## config.mk

```make
export PLATFORM = sky130hd
export DESIGN_NAME = alu_issue_flat
export DESIGN_NICKNAME = d
export VERILOG_FILES = /design/src/rtl/alu_issue_if.sv /design/src/rtl/alu_issue.sv /design/src/flat_wrapper.sv
export SDC_FILE = /design/constraint.sdc
export NUM_CORES = 1
export LEC_CHECK = 0
export ABC_AREA = 1
export ABC_CLOCK_PERIOD_IN_PS = 4250
export BUFFER_PORTS_ARGS = -buffer_cell sky130_fd_sc_hd__clkbuf_2
export CORE_MARGIN = 2
export CORE_UTILIZATION = 25
export DETAILED_ROUTE_END_ITERATION = 7
export HOLD_SLACK_MARGIN = 0.06
export PLACE_DENSITY_LB_ADDON = 0.1
export SYNTH_ARGS = -nofsm -noshare
export SYNTH_HDL_FRONTEND = slang
export SYNTH_SLANG_ARGS = --single-unit
```

## constraint.sdc

```tcl
create_clock -name clk -period 4.25 [get_ports clk]
set_input_delay 0.425 -clock clk [delete_from_list [all_inputs] [get_ports clk]]
set_output_delay 0.425 -clock clk [all_outputs]
set_load 0.01 [all_outputs]
```

## src/rtl/alu_issue_if.sv

```systemverilog
// Decode-to-execute issue bus: instruction/operand inputs, write-back bypass, flush and the ALU-facing outputs.
interface alu_issue_if;
  logic        in_valid;
  logic        in_ready;
  logic [31:0] in_instr;
  logic [31:0] in_rs_data;
  logic [31:0] in_rt_data;
  logic        fwd_valid;
  logic [4:0]  fwd_dest;
  logic [31:0] fwd_data;
  logic        flush;
  logic        out_ready;
  logic        out_valid;
  logic [31:0] op1;
  logic [31:0] op2;
  logic [3:0]  operation;
  logic [4:0]  shamt;
  logic [4:0]  out_dest;
  logic        out_wen;
  logic        out_illegal;

  // master: decode side plus execute-side ready; slave: the issue register
  modport master (
    output in_valid, in_instr, in_rs_data, in_rt_data,
           fwd_valid, fwd_dest, fwd_data, flush, out_ready,
    input  in_ready, out_valid, op1, op2, operation, shamt,
           out_dest, out_wen, out_illegal
  );
  modport slave (
    input  in_valid, in_instr, in_rs_data, in_rt_data,
           fwd_valid, fwd_dest, fwd_data, flush, out_ready,
    output in_ready, out_valid, op1, op2, operation, shamt,
           out_dest, out_wen, out_illegal
  );
endinterface

```

## src/rtl/alu_issue.sv

```systemverilog
// Execute-stage issue register: decodes a MIPS word into ALU operation/operands,
// applies write-back forwarding and holds the result under a valid/ready handshake.
module alu_issue #(
  parameter bit FWD_EN = 1'b1
) (
  input logic   clk,
  input logic   rst_n,
  alu_issue_if.slave bus
);

  localparam logic [3:0] OP_ADDU = 4'h0, OP_LUI  = 4'h1, OP_SLT  = 4'h2, OP_OR   = 4'h3,
                         OP_ADD  = 4'h4, OP_AND  = 4'h5, OP_SUBU = 4'h6, OP_SUB  = 4'h7,
                         OP_SLL  = 4'h8, OP_SRL  = 4'h9, OP_SLTU = 4'hA, OP_NOR  = 4'hB,
                         OP_PASS = 4'hC;

  typedef struct packed {
    logic [31:0] op1;
    logic [31:0] op2;
    logic [3:0]  operation;
    logic [4:0]  shamt;
    logic [4:0]  dest;
    logic        wen;
    logic        illegal;
  } issue_t;

  logic [5:0]  opc, funct;
  logic [4:0]  rs, rt, rd;
  logic [31:0] rsv, rtv, imm_se, imm_ze;
  issue_t      iss_d, iss_q;
  logic        vld_q;
  logic        in_ready;

  assign opc    = bus.in_instr[31:26];
  assign rs     = bus.in_instr[25:21];
  assign rt     = bus.in_instr[20:16];
  assign rd     = bus.in_instr[15:11];
  assign funct  = bus.in_instr[5:0];
  assign imm_se = {{16{bus.in_instr[15]}}, bus.in_instr[15:0]};
  assign imm_ze = {16'h0, bus.in_instr[15:0]};

  // r0 wins over the bypass so a stray write to r0 can never leak in
  always_comb begin
    rsv = bus.in_rs_data;
    rtv = bus.in_rt_data;
    if (rs == 5'd0)
      rsv = '0;
    else if (FWD_EN && bus.fwd_valid && bus.fwd_dest == rs)
      rsv = bus.fwd_data;
    if (rt == 5'd0)
      rtv = '0;
    else if (FWD_EN && bus.fwd_valid && bus.fwd_dest == rt)
      rtv = bus.fwd_data;
  end

  always_comb begin
    iss_d         = '0;
    iss_d.illegal = 1'b1;
    case (opc)
      6'h00: begin
        iss_d.illegal = 1'b0;
        iss_d.dest    = rd;
        iss_d.wen     = 1'b1;
        iss_d.op1     = rsv;
        iss_d.op2     = rtv;
        case (funct)
          6'h21: iss_d.operation = OP_ADDU;
          6'h20: iss_d.operation = OP_ADD;
          6'h24: iss_d.operation = OP_AND;
          6'h25: iss_d.operation = OP_OR;
          6'h27: iss_d.operation = OP_NOR;
          6'h2A: iss_d.operation = OP_SLT;
          6'h2B: iss_d.operation = OP_SLTU;
          // ALU subtracts op2-op1, so swap to get rs-rt
          6'h23, 6'h22: begin
            iss_d.operation = (funct == 6'h23) ? OP_SUBU : OP_SUB;
            iss_d.op1       = rtv;
            iss_d.op2       = rsv;
          end
          6'h00, 6'h02: begin
            iss_d.operation = (funct == 6'h00) ? OP_SLL : OP_SRL;
            iss_d.op1       = '0;
            iss_d.shamt     = bus.in_instr[10:6];
          end
          6'h08: begin
            iss_d.operation = OP_PASS;
            iss_d.op1       = '0;
            iss_d.op2       = rsv;
            iss_d.wen       = 1'b0;
          end
          default: begin
            iss_d         = '0;
            iss_d.illegal = 1'b1;
          end
        endcase
      end
      6'h09, 6'h08, 6'h0A, 6'h0B, 6'h23, 6'h2B: begin
        iss_d.illegal = 1'b0;
        iss_d.dest    = rt;
        iss_d.wen     = (opc != 6'h2B);
        iss_d.op1     = rsv;
        iss_d.op2     = imm_se;
        case (opc)
          6'h08:   iss_d.operation = OP_ADD;
          6'h0A:   iss_d.operation = OP_SLT;
          6'h0B:   iss_d.operation = OP_SLTU;
          default: iss_d.operation = OP_ADDU;
        endcase
      end
      6'h0C, 6'h0D: begin
        iss_d.illegal   = 1'b0;
        iss_d.dest      = rt;
        iss_d.wen       = 1'b1;
        iss_d.op1       = rsv;
        iss_d.op2       = imm_ze;
        iss_d.operation = (opc == 6'h0C) ? OP_AND : OP_OR;
      end
      6'h0F: begin
        iss_d.illegal   = 1'b0;
        iss_d.dest      = rt;
        iss_d.wen       = 1'b1;
        iss_d.op2       = imm_ze;
        iss_d.operation = OP_LUI;
      end
      6'h04, 6'h05: begin
        iss_d.illegal   = 1'b0;
        iss_d.dest      = rt;
        iss_d.op1       = rtv;
        iss_d.op2       = rsv;
        iss_d.operation = OP_SUBU;
      end
      default: ;
    endcase
  end

  assign in_ready = !vld_q || bus.out_ready;

  always_ff @(posedge clk or negedge rst_n) begin
    if (!rst_n) begin
      vld_q <= 1'b0;
      iss_q <= '0;
    end else if (bus.flush) begin
      vld_q <= 1'b0;
    end else if (in_ready) begin
      vld_q <= bus.in_valid;
      if (bus.in_valid) iss_q <= iss_d;
    end
  end

  assign bus.in_ready    = in_ready;
  assign bus.out_valid   = vld_q;
  assign bus.op1         = iss_q.op1;
  assign bus.op2         = iss_q.op2;
  assign bus.operation   = iss_q.operation;
  assign bus.shamt       = iss_q.shamt;
  assign bus.out_dest    = iss_q.dest;
  assign bus.out_wen     = iss_q.wen;
  assign bus.out_illegal = iss_q.illegal;

endmodule
```

## src/flat_wrapper.sv

```systemverilog
// flat-port wrapper written by rule: the top's interface ports become plain ports
module alu_issue_flat 
#(
  parameter bit FWD_EN = 1'b1
)
  (clk, rst_n, bus_in_valid, bus_in_instr, bus_in_rs_data, bus_in_rt_data, bus_fwd_valid, bus_fwd_dest, bus_fwd_data, bus_flush, bus_out_ready, bus_in_ready, bus_out_valid, bus_op1, bus_op2, bus_operation, bus_shamt, bus_out_dest, bus_out_wen, bus_out_illegal);
  alu_issue_if bus_i ();
  input logic clk;
  input logic rst_n;
  input wire logic [$bits(bus_i.in_valid)-1:0] bus_in_valid;
  input wire logic [$bits(bus_i.in_instr)-1:0] bus_in_instr;
  input wire logic [$bits(bus_i.in_rs_data)-1:0] bus_in_rs_data;
  input wire logic [$bits(bus_i.in_rt_data)-1:0] bus_in_rt_data;
  input wire logic [$bits(bus_i.fwd_valid)-1:0] bus_fwd_valid;
  input wire logic [$bits(bus_i.fwd_dest)-1:0] bus_fwd_dest;
  input wire logic [$bits(bus_i.fwd_data)-1:0] bus_fwd_data;
  input wire logic [$bits(bus_i.flush)-1:0] bus_flush;
  input wire logic [$bits(bus_i.out_ready)-1:0] bus_out_ready;
  output wire logic [$bits(bus_i.in_ready)-1:0] bus_in_ready;
  output wire logic [$bits(bus_i.out_valid)-1:0] bus_out_valid;
  output wire logic [$bits(bus_i.op1)-1:0] bus_op1;
  output wire logic [$bits(bus_i.op2)-1:0] bus_op2;
  output wire logic [$bits(bus_i.operation)-1:0] bus_operation;
  output wire logic [$bits(bus_i.shamt)-1:0] bus_shamt;
  output wire logic [$bits(bus_i.out_dest)-1:0] bus_out_dest;
  output wire logic [$bits(bus_i.out_wen)-1:0] bus_out_wen;
  output wire logic [$bits(bus_i.out_illegal)-1:0] bus_out_illegal;
  assign bus_i.in_valid = bus_in_valid;
  assign bus_i.in_instr = bus_in_instr;
  assign bus_i.in_rs_data = bus_in_rs_data;
  assign bus_i.in_rt_data = bus_in_rt_data;
  assign bus_i.fwd_valid = bus_fwd_valid;
  assign bus_i.fwd_dest = bus_fwd_dest;
  assign bus_i.fwd_data = bus_fwd_data;
  assign bus_i.flush = bus_flush;
  assign bus_i.out_ready = bus_out_ready;
  assign bus_in_ready = bus_i.in_ready;
  assign bus_out_valid = bus_i.out_valid;
  assign bus_op1 = bus_i.op1;
  assign bus_op2 = bus_i.op2;
  assign bus_operation = bus_i.operation;
  assign bus_shamt = bus_i.shamt;
  assign bus_out_dest = bus_i.out_dest;
  assign bus_out_wen = bus_i.out_wen;
  assign bus_out_illegal = bus_i.out_illegal;
  alu_issue #(.FWD_EN(FWD_EN)) u_core (.clk(clk), .rst_n(rst_n), .bus(bus_i));
endmodule
```

==> results.ini <==
[sta]
max_freq_mhz=396
tns_ns=0
slew_violations=0
setup_violations=0
finalHoldViolations=0
fin_worst_skew_ns=0.0131
holdWs_ns=0.161
fin_crit_ns=2.53
slew_headroom_pct=33.8
rsz0062_at_grt=false
min_period_over_period_pct=59.5
worstMarginPinSlew_ns=0.993
fin_ws_ns=1.72

[setup_path]
crit_fanout=17
r2r_slack_ns=2.25
cp-start-kind=primary input
cp_cell_sequence=clkbuf_2, nor2_4, inv_2, nor2_2, inv_1, a21oi_4, buf_4, nand2_1, nand3_1, nand2_1, nand2_1
endpoint_kind=flip-flop
cp_common_cell=nand2_1
arrival_ns=2.81
cp_slowest_cell=a21oi_4
cp.required_ns=4.54
cp_num_buf_inv=4
cpPeakStageDelay_ns=0.61
path_delay_family=simple AND/OR/NAND/NOR gates
worst-setup-path-type=primary input to flip-flop

[clocking]
h-tree-depth=3
clk_latency_ns=0.35
root_buffer=clkbuf_16
ctsHoldBuffers=0
cts_resized=0
cts_buffers=9
cts_max_path_buffers=2
cts_tree=yes
clk_pin_slew_ns=0.07
post_cts_buffers=0
cts.sinks=81

[hold_path]
hp-class=primary input to async pin

[finish]
area_growth_pct=25.1
final_nets=1491
drive_above_1_share_pct=20.2
regArea_sq_mm=0.00203
nFillCells=3032
stdcell_count=1693
post-route-cell-area_sq_mm=0.00825
layout_commonest_cell=nand2_1
multi_input_area_sq_mm=0.00357
final_core_util_pct=31.8
layout_common_cells=nand2_1, clkbuf_2, inv_1

[placed_design]
dp_cells=1676
place_ws_ns=1.38
numPortBuffers=220
dp_hpwl_um=19100
dpl_cell_area_sq_mm=0.00794
globalplace.congestion=0.817

[grt]
track_usage_pct=19.6
grt_first_pass_wirelength_um=42900
overflow=0
grt_max_degree=83
grt_pass1_vias=7565
antenna_found_initial=1

[floorplanning]
die-area_sq_mm=0.0277
coreArea_sq_mm=0.0260
rows=59
initial_core_util_pct=25.4
die_w_um=166
die_h_um=166
pin_count=221

[detailed_routing]
viasPerCell=4.54
dr.pass1.iters=5
ant_nets=0
wirelength_um=27700
wl_per_cell_um=16.4
drcViolationCount=0
dr_total_vias=7686
drtIter0Drc=436

[pwr]
power_per_cell_area_mw_per_mm2=272
p_total_mw=2.24
irDropWorstVdd_uv=147
p_leak_nw=5.63

[yosys]
ys_warn_count=0
synth_cells=1170
yosysSeqAreaShare_pct=30.7
synth.distinct_cells=24
synth_nets=1309
mappedNetlistArea_sq_mm=0.00660
ys_ff_latch=81
syn_area_per_cell_sq_um=5.64

[outcome]
status=finished, final reports clean

[job]
maxCapViolations=0

synthesized netlist by cell type, drive strengths merged:
| master | count | area [sq um] |
|---|---|---|
| nand2 | 534 | 2010 |
| inv | 199 | 747 |
| nand3 | 122 | 611 |
| nor2 | 94 | 410 |
| dfrtp | 81 | 2030 |
| nand4 | 41 | 257 |
| buf | 37 | 226 |
| clkbuf | 22 | 82.6 |
| a21oi | 17 | 96.4 |
| o21ai | 14 | 73.8 |
| nor3 | 4 | 20.0 |
| o211ai | 2 | 15.0 |
| nand3b | 1 | 7.51 |
| o31ai | 1 | 7.51 |
| xor2 | 1 | 8.76 |
final timing paths:
| kind | startpoint | cells past startpoint | end |
|---|---|---|---|
| min in group clk | bus_flush | 2 | u_core.bus.out_valid$_DFFE_PN0P_ |
| setup reg to reg | u_core.bus.out_valid$_DFFE_PN0P_ | 8 | u_core.bus.out_wen$_DFFE_PN0P_ |
| setup / recovery | bus_in_instr[31] | 11 | u_core.bus.op2[18]$_DFFE_PN0P_ |
| hold / removal | rst_n | 1 | u_core.bus.op1[12]$_DFFE_PN0P_ |
| hold reg to reg | u_core.bus.op1[18]$_DFFE_PN0P_ | 2 | u_core.bus.op1[18]$_DFFE_PN0P_ |
| max in group asynchronous | rst_n | 2 | u_core.bus.operation[2]$_DFFE_PN0P_ |
cells by family (layout without fill, tap and decap cells):
logic type      after synthesis  in the layout  share of synthesized area [%]
compound gates               34             34                           2.92
simple gates                796            796                           50.2
flops                        81             81                           30.7
xor+xnor                      1              1                          0.133
other cells                   0              1                              0
buf+inv                     258            445                           16.0
final cells by class:
class | count | share of cell area, %
Tap cell | 335 | 5.08
Inverter | 199 | 9.05
Sequential cell | 81 | 24.6
Multi-Input combinational cell | 831 | 43.3
Clock inverter | 7 | 1.00
Timing Repair Buffer | 230 | 14.3
Clock buffer | 9 | 2.73
Antenna cell | 1 | 0.0303
worst reg2reg max path, cell delays in order, from the launching register on:
cell and delay, ns:
dfrtp_1 0.38, inv_1 0.05, nor2_1 0.03, inv_1 0.11, nand3_4 0.08, inv_2 0.45, buf_4 0.56, o21ai_0 0.17
nand2_1 0.08
registers in the layout, indices dropped and copies added, names as in the netlist:
| register | cells |
|---|---|
| u_core.bus.out_wen | 1 |
| u_core.bus.operation | 4 |
| u_core.bus.out_illegal | 1 |
| u_core.bus.out_dest | 5 |
| u_core.bus.out_valid | 1 |
| u_core.bus.op2 | 32 |
| u_core.bus.op1 | 32 |
| u_core.bus.shamt | 5 |
per-layer routing:
layer  vias up  routed length, um  track usage (%)
li1       3894                  -                -
met1      3567              13300             27.3
met4         0                350             5.28
met5         -                  0                0
met2       208              12600             31.9
met3        17               1410             3.02
where the power goes:
part	total (mW)	internal (mW)	switching, mW
registers	0.862	0.826	0.0367
logic	0.522	0.176	0.345
clock network	0.857	0.467	0.390
Note: power is estimated with default switching activity, not from simulation.
